==> src/rtl/pipeline_pkg.sv <==
// Shared pipeline definitions: fetch FSM state encoding and the canonical NOP
// (addi x0, x0, 0) used to fill the IF/ID register when nothing is live.
package pipeline_pkg;

  localparam logic [31:0] NOP_INSTR = 32'h0000_0013;

  typedef enum logic [2:0] {
    ISSUE,
    WAIT,
    HOLD,
    DROP,
    HALTED
  } fetch_state_t;

endpackage

==> src/rtl/fetch_pc_unit_if.sv <==
// Instruction-memory port: single-outstanding request pulse with a later
// response strobe. The fetch unit is the master, the memory the slave.
interface fetch_pc_unit_if #(
  parameter int PC_W  = 9,
  parameter int INS_W = 32
);
  logic             req;
  logic [PC_W-1:0]  addr;
  logic [INS_W-1:0] rdata;
  logic             rvalid;

  modport master (output req, addr, input rdata, rvalid);
  modport slave  (input req, addr, output rdata, rvalid);
endinterface

==> src/rtl/fetch_skid_buf.sv <==
// One-entry skid buffer for a fetched {pc, instr} pair that arrived while the
// hazard unit was stalling IF/ID. Clear wins over load, load wins over pop.
module fetch_skid_buf #(
  parameter int PC_W  = 9,
  parameter int INS_W = 32
) (
  input  logic             clk,
  input  logic             reset,
  input  logic             load,
  input  logic             pop,
  input  logic             clear,
  input  logic [PC_W-1:0]  in_pc,
  input  logic [INS_W-1:0] in_instr,
  output logic             valid,
  output logic [PC_W-1:0]  out_pc,
  output logic [INS_W-1:0] out_instr
);

  logic             valid_q, valid_d;
  logic [PC_W-1:0]  pc_q, pc_d;
  logic [INS_W-1:0] instr_q, instr_d;

  always_comb begin
    // NOTE: every signal gets a default before the branches so no path leaves
    // it unassigned, which would otherwise infer a latch.
    valid_d = valid_q;
    pc_d    = pc_q;
    instr_d = instr_q;
    if (clear) begin
      valid_d = 1'b0;
    end else if (load) begin
      valid_d = 1'b1;
      pc_d    = in_pc;
      instr_d = in_instr;
    end else if (pop) begin
      valid_d = 1'b0;
    end
  end

  // NOTE: sequential state uses non-blocking assignments so every flop samples
  // pre-edge values regardless of block ordering.
  always_ff @(posedge clk) begin
    if (reset) begin
      valid_q <= 1'b0;
    end else begin
      valid_q <= valid_d;
    end
  end

  // NOTE: the payload is not reset; it is only ever read while valid_q is set,
  // so resetting it would just add reset fan-out to a plain data register.
  always_ff @(posedge clk) begin
    pc_q    <= pc_d;
    instr_q <= instr_d;
  end

  assign valid     = valid_q;
  assign out_pc    = pc_q;
  assign out_instr = instr_q;

endmodule

==> src/rtl/fetch_pc_unit.sv <==
// Fetch stage: owns the PC, issues single-outstanding instruction fetches,
// fills IF/ID (with a skid entry for stalls) and honours EX redirects/halt.
module fetch_pc_unit
  import pipeline_pkg::*;
#(
  parameter int PC_W     = 9,
  parameter int INS_W    = 32,
  parameter int RESET_PC = 0
) (
  input  logic                   clk,
  input  logic                   reset,
  input  logic                   stall,
  input  logic                   pc_sel,
  input  logic [31:0]            br_pc,
  input  logic                   halt,
  fetch_pc_unit_if.master        imem,
  output logic [PC_W-1:0]        if_pc,
  output logic [PC_W-1:0]        id_pc,
  output logic [INS_W-1:0]       id_instr,
  output logic                   id_valid,
  output logic                   flush,
  output logic                   halted
);

  fetch_state_t     state_q, state_d;
  logic [PC_W-1:0]  pc_q, pc_d;
  logic [PC_W-1:0]  id_pc_q, id_pc_d;
  logic [INS_W-1:0] id_instr_q, id_instr_d;
  logic             id_valid_q, id_valid_d;

  logic             skid_load, skid_pop, skid_clear, skid_valid;
  logic [PC_W-1:0]  skid_pc;
  logic [INS_W-1:0] skid_instr;

  logic [PC_W-1:0]  pc_inc, redirect_pc;
  logic             unused_br_bits;

  // Sequential PC wraps modulo 2^PC_W; redirect targets are forced word aligned.
  assign pc_inc         = pc_q + PC_W'(4);
  assign redirect_pc    = {br_pc[PC_W-1:2], 2'b00};
  assign unused_br_bits = ^{br_pc[31:PC_W], br_pc[1:0]};

  fetch_skid_buf #(.PC_W(PC_W), .INS_W(INS_W)) u_skid (
    .clk       (clk),
    .reset     (reset),
    .load      (skid_load),
    .pop       (skid_pop),
    .clear     (skid_clear),
    .in_pc     (pc_q),
    .in_instr  (imem.rdata),
    .valid     (skid_valid),
    .out_pc    (skid_pc),
    .out_instr (skid_instr)
  );

  always_comb begin
    state_d    = state_q;
    pc_d       = pc_q;
    id_pc_d    = id_pc_q;
    id_instr_d = id_instr_q;
    id_valid_d = id_valid_q;
    skid_load  = 1'b0;
    skid_pop   = 1'b0;
    skid_clear = 1'b0;

    if (pc_sel && state_q != HALTED) begin
      pc_d       = redirect_pc;
      id_valid_d = 1'b0;
      skid_clear = 1'b1;
      // An in-flight fetch that has not answered yet must still be drained.
      if (halt) begin
        state_d = HALTED;
      end else if ((state_q == WAIT || state_q == DROP) && !imem.rvalid) begin
        state_d = DROP;
      end else begin
        state_d = ISSUE;
      end
    end else begin
      case (state_q)
        ISSUE: begin
          if (!stall) state_d = WAIT;
        end
        WAIT: begin
          if (imem.rvalid) begin
            pc_d = pc_inc;
            if (stall) begin
              skid_load = 1'b1;
              state_d   = HOLD;
            end else begin
              id_instr_d = imem.rdata;
              id_pc_d    = pc_q;
              id_valid_d = 1'b1;
              state_d    = ISSUE;
            end
          end else if (!stall) begin
            id_valid_d = 1'b0;
          end
        end
        HOLD: begin
          if (!stall && skid_valid) begin
            id_instr_d = skid_instr;
            id_pc_d    = skid_pc;
            id_valid_d = 1'b1;
            skid_pop   = 1'b1;
            state_d    = ISSUE;
          end
        end
        DROP: begin
          id_valid_d = 1'b0;
          if (imem.rvalid) state_d = ISSUE;
        end
        HALTED: begin
          id_valid_d = 1'b0;
        end
        default: begin
          state_d = ISSUE;
        end
      endcase
    end
  end

  always_ff @(posedge clk) begin
    if (reset) begin
      state_q    <= ISSUE;
      pc_q       <= PC_W'(RESET_PC);
      id_pc_q    <= '0;
      id_instr_q <= INS_W'(NOP_INSTR);
      id_valid_q <= 1'b0;
    end else begin
      state_q    <= state_d;
      pc_q       <= pc_d;
      id_pc_q    <= id_pc_d;
      id_instr_q <= id_instr_d;
      id_valid_q <= id_valid_d;
    end
  end

  assign halted    = (state_q == HALTED);
  assign imem.req  = (state_q == ISSUE) && !stall && !pc_sel && !halted;
  assign imem.addr = pc_q;
  assign if_pc     = pc_q;
  assign id_pc     = id_pc_q;
  assign id_instr  = id_instr_q;
  assign id_valid  = id_valid_q;
  assign flush     = pc_sel;

endmodule

==> src/flat_wrapper.sv <==
// flat-port wrapper written by rule: the top's interface ports become plain ports
module fetch_pc_unit_flat import pipeline_pkg::*;
#(
  parameter int PC_W     = 9,
  parameter int INS_W    = 32,
  parameter int RESET_PC = 0
)
  (clk, reset, stall, pc_sel, br_pc, halt, if_pc, id_pc, id_instr, id_valid, flush, halted, imem_req, imem_addr, imem_rdata, imem_rvalid);
  fetch_pc_unit_if #(.PC_W(PC_W), .INS_W(INS_W)) imem_i ();
  input  logic clk;
  input  logic reset;
  input  logic stall;
  input  logic pc_sel;
  input  logic [31:0] br_pc;
  input  logic halt;
  output logic [PC_W-1:0] if_pc;
  output logic [PC_W-1:0] id_pc;
  output logic [INS_W-1:0] id_instr;
  output logic id_valid;
  output logic flush;
  output logic halted;
  output wire logic [$bits(imem_i.req)-1:0] imem_req;
  output wire logic [$bits(imem_i.addr)-1:0] imem_addr;
  input wire logic [$bits(imem_i.rdata)-1:0] imem_rdata;
  input wire logic [$bits(imem_i.rvalid)-1:0] imem_rvalid;
  assign imem_req = imem_i.req;
  assign imem_addr = imem_i.addr;
  assign imem_i.rdata = imem_rdata;
  assign imem_i.rvalid = imem_rvalid;
  fetch_pc_unit #(.PC_W(PC_W), .INS_W(INS_W), .RESET_PC(RESET_PC)) u_core (.clk(clk), .reset(reset), .stall(stall), .pc_sel(pc_sel), .br_pc(br_pc), .halt(halt), .imem(imem_i), .if_pc(if_pc), .id_pc(id_pc), .id_instr(id_instr), .id_valid(id_valid), .flush(flush), .halted(halted));
endmodule
==> config.mk <==
export PLATFORM = sky130hd
export DESIGN_NAME = fetch_pc_unit_flat
export DESIGN_NICKNAME = d
export VERILOG_FILES = /design/src/rtl/pipeline_pkg.sv /design/src/rtl/fetch_pc_unit_if.sv /design/src/rtl/fetch_skid_buf.sv /design/src/rtl/fetch_pc_unit.sv /design/src/flat_wrapper.sv
export SDC_FILE = /design/constraint.sdc
export NUM_CORES = 1
export LEC_CHECK = 0
export CAP_MARGIN = 15
export CORE_MARGIN = 4
export CORE_UTILIZATION = 40
export CTS_CLUSTER_SIZE = 25
export DETAILED_ROUTE_END_ITERATION = 8
export PLACE_DENSITY_LB_ADDON = 0.15
export SKIP_LAST_GASP = 1
export SLEW_MARGIN = 20
export SYNTH_ARGS = -nofsm -noshare
export SYNTH_HDL_FRONTEND = slang
export SYNTH_SLANG_ARGS = --single-unit
==> constraint.sdc <==
create_clock -name clk -period 6.4 [get_ports clk]
set_input_delay 0.96 -clock clk [delete_from_list [all_inputs] [get_ports clk]]
set_output_delay 0.96 -clock clk [all_outputs]
set_load 0.01 [all_outputs]
# Word level (Yosys, flattened, before mapping)
# Index checks and enable logic that the tools add are counted.
# W data, S select, Z words.
dict set report classes {
  add_sub_neg 1
  eq_ne 13
  mux 35
  bitwise_logic 2
  reduce_logical 26
}
# operator count
set op_table {}
lappend op_table {{$mux W32} 3}
lappend op_table {{$pmux W32 S2} 1}
lappend op_table {{$mux W9} 6}
lappend op_table {{$mux W3} 6}
lappend op_table {{$pmux W9 S2} 1}
lappend op_table {{$pmux W3 S5} 1}
lappend op_table {{$mux W1} 14}
lappend op_table {{$reduce_and A5 Y1} 2}
lappend op_table {{$add A9 B3 Y9 const B} 1}
lappend op_table {{$ne A3 B2 Y1 const B} 3}
lappend op_table {{$reduce_bool A2 Y1} 4}
lappend op_table {{$eq A3 B2 Y1 const B} 2}
lappend op_table {{$logic_and A1 B1 Y1} 6}
lappend op_table {{$ne A2 B2 Y1 const B} 3}
lappend op_table {{$reduce_and A2 Y1} 3}
lappend op_table {{$reduce_or A2 Y1} 3}
lappend op_table {{$logic_not A1 Y1} 4}
lappend op_table {{$mux W2} 2}
lappend op_table {{$eq A3 B1 Y1 const B} 1}
lappend op_table {{$eq A3 B3 Y1 const B} 1}
lappend op_table {{$logic_not A3 Y1} 1}
lappend op_table {{$ne A3 B1 Y1 const B} 1}
lappend op_table {{$ne A3 B3 Y1 const B} 1}
lappend op_table {{$pmux W1 S3} 1}
lappend op_table {{5 further kinds} 6}
dict set report word_totals {
  reg_bits 96
  inputBits 70
  output_inout_bits 63
  word_cells 86
}

# Depth between registers and ports, before layout
# Gate-level depths: netlist of run 1.
dict set report logic_depth {
  ltp_word 7
  depth_mapped 7
  mapped_depth_nobuf 5
}

# Modules after synthesis
# Synthesis of run 1 repeated with hierarchy kept, for this count alone.
dict set report hier_totals {
  cells_unflattened 330
  area_unflattened_um2 4017.6
}
# mod instances cells_per_inst area_each_um2 seq_area_each_um2
set modules_own_cells {}
lappend modules_own_cells {fetch_pc_unit 1 284 2735.1 1041.0}
lappend modules_own_cells {fetch_skid_buf 1 46 1282.5 1251.2}

# Worst setup path before layout of run 1
# OpenSTA, ideal clock, no wires.
dict set report synth_timing {
  path_kind {input port to flip-flop}
  start {in pc_sel}
  end {reg u_core.u_skid.instr_q[0] (netlist: u_core.u_skid.out_instr[0]) (enable)}
  setup_time_ps 536
  t_arrival_ps 5060
  t_required_ps 5864
  path_slack_ps 804
  stages 2
  path_buffers 1
  path_cell_list {clkbuf_1 -> nor4_1}
}
dict set report synth_via {
  elab_cells_between_ends 5
  cone_classes {mux: 2; bitwise: 1; reduce/logical: 2}
}
# item line_no
set synth_rtl {}
lappend synth_rtl {{start, declared} flat_wrapper.sv:13} ;# input logic pc_sel;
lappend synth_rtl {{$logic_and A1 B1 Y1} fetch_pc_unit.sv:66} ;# if (pc_sel && state_q != HALTED) begin
lappend synth_rtl {{$mux W1} fetch_pc_unit.sv:66}
lappend synth_rtl {{via u_core.skid_load} fetch_pc_unit.sv:31} ;# logic skid_load, skid_pop, skid_clear, skid_valid;
lappend synth_rtl {{$reduce_and A2 Y1 (no line)} n/a}
lappend synth_rtl {{end signal, assigned} fetch_skid_buf.sv:54} ;# instr_q <= instr_d;
lappend synth_rtl {{end, declared} fetch_skid_buf.sv:21} ;# logic [INS_W-1:0] instr_q, instr_d;
# The timed path passes the listed nets, and every way through them passes these cells.
# A chain may end at the register's enable or synchronous reset.

# Worst setup path after layout of run 1
dict set report layout_timing {
  start {in pc_sel}
  end {out imem_req}
}
dict set report layout_via {
  elab_chain_cells 3
}
# item line_no
set layout_lines {}
lappend layout_lines {{$logic_not A1 Y1} fetch_pc_unit.sv:139} ;# assign imem.req = (state_q == ISSUE) && !stall && !pc_sel && !halted;
lappend layout_lines {{$logic_and A1 B1 Y1 (2 in series)} fetch_pc_unit.sv:139}
lappend layout_lines {{end, declared} flat_wrapper.sv:22} ;# output wire logic [$bits(imem_i.req)-1:0] imem_req;
# Every way passes these cells.

==> results of run 1 <==
[final timing paths]
kind | slack, ps | cells past startpoint | end
setup / recovery | 2460 | 4 | imem_req
hold reg to reg | 520 | 2 | u_core.id_instr[22]
hold / removal | 520 | 2 | u_core.id_instr[22]
setup reg to reg | 4180 | 4 | u_core.id_instr[21]
[metal layers]
| layer | up-vias | global-route usage | part of all wire |
|---|---|---|---|
| met4 | 0 | 0.0537 | 0.011 |
| met3 | 9 | 0.0355 | 0.053 |
| li1 | 1390 | - | - |
| met5 | - | 0 | 0 |
| met2 | 86 | 0.260 | 0.46 |
| met1 | 1414 | 0.222 | 0.47 |
[state kept, by name, summed over array words and instances (netlist names)]
| signal | cells |
|---|---|
| u_core.id_instr | 32 |
| u_core.id_pc | 7 |
| u_core.id_valid | 1 |
| u_core.if_pc | 7 |
| u_core.state_q | 3 |
| u_core.u_skid.out_instr | 32 |
| u_core.u_skid.out_pc | 7 |
| u_core.u_skid.valid | 1 |
[per-stage QoR]
| stage | total power [uW] | worst slack, ps |
|---|---|---|
| final | 1130 | 2460 |
| after global routing | 1180 | 2370 |
| after CTS | 1140 | 2450 |
| after detailed placement | 766 | 2460 |
| after global placement | 764 | 2470 |
| after floorplan | 706 | 804 |
[power by group through the flow]
stage	combinational [uW]	clock, uW	sequential (uW)
detailed placement	133	0	633
finish	132	373	620
floorplan	74.6	0	631
CTS	133	386	620
global route	144	410	622
global placement	131	0	633
[area by class of cell]
class                           count  area [sq um]  share of cell area
Clock buffer                       10           128              0.0256
Clock inverter                      5          56.3              0.0113
Inverter                            7          26.3             0.00527
Multi-Input combinational cell    199          1400               0.280
Sequential cell                    90          2190               0.439
Tap cell                          129           161              0.0323
Timing Repair Buffer              104          1030               0.206
[critical path, delay by kind of cell]
kind / cells / cell delay, ps
buffers and inverters: 2 / 1220
and+or+nand+nor: 2 / 790
[synthesized netlist by cell type (2+ instances only)]
library cell	instances
xor2_1	2
a21oi_1	48
nand4_1	2
nand2b_1	2
clkbuf_4	2
buf_2	16
o311ai_0	3
nand3_1	4
mux2i_1	36
a2bb2oi_1	2
o21ai_0	6
dfxtp_1	51
inv_1	7
edfxtp_1	39
a221oi_1	2
o21bai_1	2
buf_4	16
nor2b_1	3
a211oi_1	40
o32ai_1	2
nor3_1	5
nand2_1	4
nor2_1	11
clkbuf_1	7
[cell families after synthesis]
family                   count (synthesis)  share of synthesized area
buffers and inverters                   48                     0.0703
flip-flops                              90                      0.576
adder cells (fa/ha/maj)                  1                    0.00328
AND/OR/NAND/NOR                         41                     0.0585
other                                    1                   0.000985
XOR/XNOR                                 3                    0.00690
multiplexers                            36                     0.0946
AO/OA/AOI/OAI                          112                      0.190
==> results.txt, run 1 <==
- Proportion of netlist area held by the largest area contributor: 0.307
- First-pass iteration count of the detailed router: 4
- Top achievable clock speed: 0.254 GHz
- Via count of the first global-routing pass: about 2800
- In this run the worst path has a maximum fanout of 13.
* Startpoint-to-endpoint class of the critical path: primary input to output pin
* Layout Area Growth over Synthesis: 31.0%
- After synthesis the netlist holds a flip-flop and latch count of 90.
- Entering global routing, the biggest net connects 50 pins.
- In the routed layout, each cell is associated on average with a via count of 5.33.
* Power per cell area: 226 nW/um^2
- Internal power comes to 853 uW.
- Most instantiated flip-flop cell in the synthesis netlist: dfxtp_1
- The share of total power dissipated in sequential elements is 0.551.
- Starting Density: 0.412
* Initial antenna violation count: 0
- After detailed routing, the number of remaining DRC violations is 0.
- Vertical die dimension: 106 um
- For this block, the via count after detailed routing is 2899.
* Number of synthesized flops with an enable pin: 39
- The tightest hold path in the finished design has a slack of 521 ps.
- The clock drives 90 sinks.
* Clock slew seen by the registers of the worst setup and hold paths: 80 ps
* Area of the mapped netlist: 3810 sq um
* TritonCTS clock tree: yes
- Headroom to the max-slew limit came out at 0.326.
* Antenna Cells: 0
- After synthesis, the share of flip-flops with an asynchronous set or reset is 0.
* Source of the worst register-to-register timing path: u_core.state_q[0]
- For this run, the total global-route usage over all layers was measured as 0.163.
- Most common library cell in the layout ignoring fill and taps: clkdlybuf4s50_1
- After synthesis, the netlist uses 44 different library cells.
- Most used cell along the critical path: clkdlybuf4s50_1
* Number of nets still failing antenna checks after routing: 0
* Iteration-0 DRC count of the detailed router: ~110
- Of the cells placed in the final design, the portion with a size suffix greater than 1 is 0.0602.
- Of the available clock period, the critical path in the final layout requires 0.616.
- For the finished layout, the period the worst path requires is 3940 ps.
* First-pass GRT wire length: 14.6 mm
- The library cells used most frequently in the layout, excluding fill and tap cells, are clkdlybuf4s50_1 (100), dfxtp_1 (51), a21oi_1 (48).
- HPWL reported at the end of detailed placement: 5.73 mm
- Final wirelength: 9.17 mm
- Combinational share of power: 0.117
- Average cell area after synthesis: ~11 sq um
- Power spent charging and discharging nets: roughly 270 uW
- The count of endpoints failing hold in the final timing report is 0.
- Area after detailed placement: 4810 sq um
- Setup repair bufs after CTS: 0
* Data arrival time of the critical path: 2980 ps
- Slowest cell delay on critical path: about 660 ps
* Final setup fails: 0
- Crit path required time: 5440 ps
- Layout net count: just under 500
- Yosys printed 0 warnings.
* Min-delay worst type: flop to flop
- At the end of the flow the core is filled with cells to 0.540.
* Core box area: 9240 sq um
- Setup repair after global routing left no endpoint under its margin.
* Clk pwr share: 0.332
- Top post-synthesis cells by area: edfxtp_1 (31%), dfxtp_1 (27%), mux2i_1 (9.5%), a211oi_1 (7.9%), a21oi_1 (6.3%)
* Cell Rows: 35
- The filler cells instantiated in the layout total 827.
- Measured slew at the worst slew-check pin: 1010 ps
- Walking the worst path, the cells encountered are clkdlybuf4s50_1 -> or3_1 -> nor3_1 -> clkdlybuf4s50_1.
* Number of buffers created by CTS: 9
* Share of synthesized area occupied by flip-flops and latches: 0.576
* Clock tree buffer depth: 2
- CTS Hold Buffers Added: 0
- Synthesized instance count: 332
- Once layout is done, the placed cells without fillers occupy 4990 sq um.
- Final setup skew: 9.15 ps
- The worst setup path is launched from a primary input.
* Total congestion overflow: 0
* Leakage power figure: roughly 0.0016 uW
- Gates resized during post-CTS repair numbered 0.
- Die footprint: approximately 11000 sq um
* Critical hold path startpoint: u_core.id_instr[22]
* Routability congestion estimate from global placement: 0.818
* IR Drop Worst-Case VDD: 0.000108 V
- Endpoint type of the worst setup path: output pin
- Number of pins exceeding their max-slew limit in the final report: 0
* I/O pin count: 133
- Max-cap check violation count: 0
- PortBufs: 101
* Worst setup startpoint: pc_sel
- Switching share of power: 0.242
* Width of the die: 106 um
- Number of non-filler instances in the completed layout: between 500 and 600
* Synth area leader: edfxtp_1
- The slowest stage of the critical path is the clkdlybuf4s50_1 cell.
* Routed wirelength normalized by instance count: ~17 um
- Once placement completed, the tool counted placed cells totaling roughly 530.
- Maximum level of the CTS H-tree: 3
* Fin Setup TNS: 0 ps
- The run finished with clean final reports.
- Root buf cell: clkbuf_8
- For the worst-skew pair, the clock arrives at the later sink with an insertion delay of 350 ps.
(Power assumes the default switching activity.)
==> run 2, diff against run 1 <==
Clock period 6.4 ns to 3.3 ns, I/O delays scaled along.
==> results.txt, run 2 (synthesis results as in run 1) <==
- Result of the run: finished clean (unchanged).
* First-pass iteration count of the detailed router: 4 (unchanged)
- Maximum level of the CTS H-tree: 3 (unchanged)
- The number of slew-limit violations in the final report is 0 (unchanged).
- The most common cell after layout, fill and taps aside is clkdlybuf4s50_1 (unchanged).
* Number of clock sinks seen by CTS: 90 (unchanged)
* Startpoint-to-endpoint class of the critical path: primary input to output pin (unchanged)
- The area enclosed by the die boundary was 11100 sq um (unchanged).
* Max-cap check violation count: 0 (unchanged)
- The deepest clock path buffer count is 2 (unchanged).
- Final setup skew: 8.34 ps (was 9.15 ps)
* DRC viols: 0 (unchanged)
- Routed wirelength normalized by instance count: 16.7 um (was 16.8 um)
- Root buf cell: clkbuf_8 (unchanged)
- The arrival time reported for the critical path endpoint is 2170 ps (was 2980 ps).
- The TritonCTS clock tree is yes (unchanged).
- The routed wire length came to 9.22 mm (was 9.17 mm).
* Crit path required time: 2800 ps (was 5440 ps)
* Worst reg2reg path depth: 5 (was 4)
- The weighted congestion at the end of routability-driven global placement was 0.809 (was 0.818).
* Core box area: 9240 sq um (unchanged)
- The maximum fanout along the worst path came to 8 (was 13).
- IR Drop Worst-Case VDD: 0.000230 V (was 0.000108 V)
- RSZ-0062 raised after global routing: no (unchanged).
- Initial antenna violation count: 0 (unchanged)
- Commonest cells after routing, fill and taps aside: clkdlybuf4s50_1 (100), dfxtp_1 (51), a21oi_1 (48) (unchanged).
- Source of the worst register-to-register timing path: u_core.state_q[0] (unchanged)
* Endpoint of the lowest-slack register-to-register path: u_core.id_pc[4] (was u_core.id_instr[21])
* Total GRT Usage: 0.167 (was 0.163)
- Number of buffers created by CTS: 9 (unchanged)
* Width of the die: 106 um (unchanged)
* Critical hold path startpoint: u_core.id_instr[23] (was u_core.id_instr[22])
* List of cells traversed by the critical path: clkdlybuf4s50_1 -> or3_1 -> nor3_1 -> clkdlybuf4s50_1 (unchanged)
* Count of final hold-check violations: 0 (unchanged)
- The via count of the routed design was 2876 (was 2899).
- Share of final-layout standard cells stronger than drive strength 1: 0.0757 (was 0.0602)
- Endpoint type of the worst setup path: output pin (unchanged)
- Hold Path Stages: 2 (unchanged)
- The overflow left after global routing came to 0 (unchanged).
- Final setup fails: 0 (unchanged)
* Vertical die dimension: 106 um (unchanged)
* Most used cell along the critical path: clkdlybuf4s50_1 (unchanged)
* Iteration-0 DRC count of the detailed router: 122 (was 113)
- The final-layout setup total negative slack was 0 ps (unchanged).
- The clock transition time at the flip-flop clock pins of the worst setup and hold paths was 90 ps (was 80 ps).
- Largest net degree at the start of global routing: 41 (was 50)
* Via count of the first global-routing pass: 2813 (was 2823)
* Minimum setup slack after placement: 633 ps (was 2460 ps)
* Final critical-path setup slack: 637 ps (was 2460 ps)
* Final period util: 0.807
- The area overhead of the layout relative to synthesis came to 33.5% (was 31.0%).
- Static timing analysis puts the maximum clock frequency at 0.376 GHz.
- Starting Density: 0.412 (unchanged)
- Final hold slack: 515 ps (was 521 ps)
- The worst min-delay path class was flop to flop (unchanged).
* Power per cell area: 434 nW/um^2 (was 226 nW/um^2)
- Slowest cell delay on critical path: 570 ps (was 660 ps)
* Setup repair bufs after CTS: 0 (unchanged)
* HPWL reported at the end of detailed placement: 6.14 mm (was 5.73 mm)
- The worst path in the final design needs a cycle of about 2700 ps, including I/O delays and setup.
- The wire length of the first global-routing pass was 15.0 mm (was 14.6 mm).
* Cell Rows: 35 (unchanged)
- CTS Hold Buffers Added: 0 (unchanged)
- The number of nets in the layout was 489 (was 482).
- The clock insertion delay at the later pin of the skew report came to 340 ps (was 350 ps).
- The leakage power figure is 0.00160 uW (was 0.00156 uW).
- The library cell contributing the largest single delay on the critical path is clkdlybuf4s50_1 (unchanged).
- The number of nets with antenna violations after detailed routing was 0 (unchanged).
- The worst slew margin relative to its limit is 0.580 (was 0.326).
* I/O pin count: 133 (unchanged)
- The slew at the pin closest to its max-slew limit is 628 ps (was 1010 ps).
* Resized cells post-CTS: 0 (unchanged)
- Kind of start point of the critical path: primary input (unchanged)
- Antenna Cells: 0 (unchanged)
- The endpoint of the worst hold path is u_core.id_instr[23] (was u_core.id_instr[22]).
* Post-DR vias/cell: 5.21 (was 5.33)
- The setup slack on the worst flop-to-flop path is 1310 ps (was 4180 ps).
* PortBufs: 101 (unchanged)
==> run 2: changes by cell type in the layout (fill, tap and decap cells not counted), sizes merged <==
cell      previous run  this run
buf                  4        11
clkinv               3         2
clkinvlp             1         2
inv                  7         8
==> run 2: worst max-delay path: cells and delay by family <==
family | cells | cell delay, ps
buf+inv | 2 | 1000
simple gates | 2 | 670
==> run 2: routing by layer <==
layer	part of all wire	global-route usage	vias to the layer above
met5	0	0	-
li1	-	-	1409
met4	0.012	0.0537	0
met3	0.058	0.0386	8
met2	0.47	0.271	86
met1	0.46	0.222	1373
==> run 2: cell type report <==
class,count,area [sq um]
clock buffer,10,128
multi-input combinational,199,1410
clock inverter,6,66.3
timing repair buffer,111,1110
fill,837,4150
sequential,90,2190
tap,129,161
inverter,7,26.3
==> run 2: worst max-delay path by stage <==
stage / startpoint / end / depth (start not counted)
after floorplan: pc_sel / u_core.u_skid.out_instr[0] / 2
after global placement: pc_sel / imem_req / 4
after detailed placement: pc_sel / imem_req / 4
after CTS: pc_sel / imem_req / 4
after global routing: u_core.state_q[2] / halted / 3
final: pc_sel / imem_req / 4
==> run 2: power by group <==
| part | total (uW) | leakage, uW | switching [uW] | internal (uW) |
|---|---|---|---|---|
| clock | 743 | 0.0000905 | 390 | 352 |
| combinational | 264 | 0.000748 | 127 | 137 |
| sequential | 1200 | 0.000766 | 24.6 | 1180 |
==> run 2: through the flow <==
| stage | cells | utilization | cell area (sq um) | total power [uW] |
|---|---|---|---|---|
| 2_1_floorplan | 337 | - | 3840 | 1370 |
| 3_3_place_gp | 536 | 0.529 | 4890 | 1490 |
| 3_5_place_dp | 536 | 0.529 | 4890 | 1490 |
| 4_1_cts | 552 | 0.550 | 5090 | 2240 |
| 5_1_grt | 552 | 0.550 | 5090 | 2310 |
| 6_report | 552 | 0.550 | 5090 | 2210 |
==> run 3, diff against run 2 <==
Clock period 3.3 ns to 2.2 ns, I/O delays scaled along.
==> results.txt, run 3 (synthesis results as in run 1) <==
- The number of standard-cell rows in the floorplan is 35 (unchanged).
- PortBufs: 101 (unchanged)
- The wire length of the first global-routing pass is 14.9 mm (was 15.0 mm).
* Minimum setup slack after placement: -166 ps (was 633 ps)
- Die footprint: 11100 sq um (unchanged)
- Measured slew at the worst slew-check pin: 884 ps (was 628 ps)
- Clk pwr share: 0.356 (was 0.336)
* Iteration-0 DRC count of the detailed router: 93 (was 122)
- The number of slew-limit violations in the final report was 0 (unchanged).
* Power per cell area: 663 nW/um^2 (was 434 nW/um^2)
* Clock tree buffer depth: 2 (unchanged)
* Most common library cell in the layout ignoring fill and taps: clkdlybuf4s50_1 (unchanged)
- The starting density of the core was 0.412 (unchanged).
- List of cells traversed by the critical path: or3b_1 -> inv_1 -> clkdlybuf4s50_1 (was clkdlybuf4s50_1 -> or3_1 -> nor3_1 -> clkdlybuf4s50_1).
- The placeable core region is 9240 sq um (unchanged).
- The count of max-cap constraint violations was 0 (unchanged).
- Worst setup startpoint: u_core.state_q[0] (was pc_sel)
- The final-layout setup total negative slack is 0 ps (unchanged).
- For this run, the top clock speed supported by timing is approximately 0.47 GHz.
- The average wire length per cell after detail routing is 16.6 um (was 16.7 um).
* Worst reg2reg path depth: 4 (was 5)
- The overflow left after global routing came to 0 (unchanged).
* Kind of start point of the critical path: flop (was primary input)
* Via count of the first global-routing pass: 2892 (was 2813)
* Vertical die dimension: 106 um (unchanged)
* Commonest cells after routing, fill and taps aside: clkdlybuf4s50_1 (99), dfxtp_1 (51), a21oi_1 (48) (was clkdlybuf4s50_1 (100), dfxtp_1 (51), a21oi_1 (48))
- The final total power is 3450 uW (was 2210 uW).
- The initial antenna violation count is 0 (unchanged).
- Post-DR vias/cell: 5.22 (was 5.21)
- The worst path needs 2140 ps of the cycle, external delays included.
* Final setup skew: 10.3 ps (was 8.34 ps)
* Antenna Cells: 0 (unchanged)
- The final standard cell area without fillers was 5200 sq um (was 5090 sq um).
- The setup slack on the worst flop-to-flop path came to 220 ps (was 1310 ps).
- Total GRT Usage: 0.166 (was 0.167)
- Sum of buffers and inverters on the critical path: 2 (unchanged)
- The biggest cell delay along the critical path was 530 ps (was 570 ps).
- RSZ-0062 raised after global routing: no (unchanged)
* Layout Area Growth over Synthesis: 36.5% (was 33.5%)
- The number of gates on the worst path with buffers counted is 3 (was 4).
- The fraction of layout cells with a size suffix above 1 came to 0.0932 (was 0.0757).
- The worst hold path stage count is 2 (unchanged).
- The count of endpoints failing hold in the final timing report came to 0 (unchanged).
- The sum of net half-perimeters after detailed placement came to 6.10 mm (was 6.14 mm).
- Clock slew seen by the registers of the worst setup and hold paths: 90 ps (about the same)
* Startpoint-to-endpoint class of the critical path: flop to output pin (was primary input to output pin)
- Endpoint type of the worst setup path: output pin (unchanged)
- First-pass iteration count of the detailed router: 4 (unchanged)
* TritonCTS clock tree: yes (unchanged)
- The critical path required time was 1870 ps (was 2800 ps).
- Internal power: 2630 uW (was 1670 uW)
- The placed cell area is 4980 sq um (was 4890 sq um).
- Vias: 2912 (was 2876)
- Number of buffers created by CTS: 9 (unchanged)
- Final period util: 0.972
* Endpoint of the lowest-slack register-to-register path: u_core.id_pc[5] (was u_core.id_pc[4])
- The number of buffers inserted by post-CTS setup repair was 0 (unchanged).
- Power spent charging and discharging nets: 814 uW (was 542 uW)
- The endpoint of the worst hold path was u_core.id_instr[21] (was u_core.id_instr[23]).
- Worst relative slew slack: 0.409 (was 0.580)
- DRC viols: 0 (unchanged)
- Data arrival time of the critical path: 1810 ps (was 2170 ps)
- IR Drop Worst-Case VDD: 0.000414 V (was 0.000230 V)
* Final critical-path setup slack: 62.5 ps (was 637 ps)
* Final setup fails: 0 (unchanged)
- I/O pin count: 133 (unchanged)
* Source of the worst register-to-register timing path: u_core.state_q[1] (was u_core.state_q[0])
- The number of nets with antenna violations after detailed routing came to 0 (unchanged).
- Width of the die: 106 um (unchanged)
- Min-delay worst type: primary input to flop (was flop to flop)
- The maximum fanout along the worst path was 7 (was 8).
- Number of clock sinks seen by CTS: 90 (unchanged)
- The start point of the worst hold path is reset (was u_core.id_instr[23]).
* Largest net degree at the start of global routing: 45 (was 41)
* Layout net count: 495 (was 489)
- The clock tree root buffer cell was clkbuf_8 (unchanged).
* Switching share of power: 0.236 (was 0.245)
* Relative contribution of sequential cells to total power: 0.522 (was 0.544)
- The clock insertion delay at the later pin of the skew report was 350 ps (was 340 ps).
- The routed wire length came to 9.27 mm (was 9.22 mm).
- The number of levels in the clock H-tree was 3 (unchanged).
- Result of the run: finished clean (unchanged).
* Combinational share of power: 0.122 (was 0.120)
- The library cell contributing the largest single delay on the critical path is clkdlybuf4s50_1 (unchanged).
- Routability congestion estimate from global placement: 0.780 (was 0.809)
- The family with the most delay on the worst path was buffers and inverters (unchanged).
- Leakage power figure: 0.00167 uW (was 0.00160 uW)
==> run 3: cell count changes in the layout (fill, tap and decap cells not counted), sizes merged <==
cell,delta
dlymetal6s2s,+1
clkinv,-1
clkdlybuf4s50,-1
buf,+6
bufinv,+1
==> run 3: power by group through the flow <==
stage	Combinational [uW]	Clock (uW)	Sequential, uW
after CTS	424	1260	1800
final	420	1230	1800
after floorplan	226	0	1840
after global routing	456	1330	1810
after global placement	417	0	1840
after detailed placement	423	0	1840
==> run 3: timing repair <==
item / 4_1_cts / 5_1_grt
hold buffers: 0 / 0
resized for setup: 0 / 1
endpoints found under the hold margin: 0 / 0
setup endpoints to repair: 0 / 1
==> run 3: how the worst max path moves through the flow <==
stage	slack [ps]	to
6_report	60	halted
5_1_grt	10	halted
4_1_cts	20	imem_req
3_5_place_dp	-170	u_core.id_instr[11]
3_3_place_gp	-150	u_core.id_instr[10]
2_1_floorplan	-90	u_core.u_skid.out_instr[0]
==> run 3: area by class of cell <==
class	count	area [sq um]
multi-input cells	199	1420
inverters	7	26.3
well taps	129	161
clock inverters	6	90.1
repair buffers	117	1180
fillers	800	4040
flip-flops and latches	90	2190
clock buffers	10	128
==> run 3: per-layer routing <==
metal / vias up / track usage / part of all wire
met3: 10 / 0.0306 / 0.048
li1: 1418 / - / -
met4: 0 / 0.0500 / 0.012
met5: - / 0 / 0
met1: 1414 / 0.217 / 0.46
met2: 70 / 0.279 / 0.48
==> run 3: stage by stage <==
| stage | hold slack [ps] | std cells | util |
|---|---|---|---|
| 6_report | 444 | 558 | 0.562 |
| 5_1_grt | 467 | 558 | 0.562 |
| 4_1_cts | 435 | 558 | 0.562 |
| 3_5_place_dp | 512 | 542 | 0.539 |
| 3_3_place_gp | 505 | 542 | 0.539 |
| 2_1_floorplan | 429 | 337 | - |
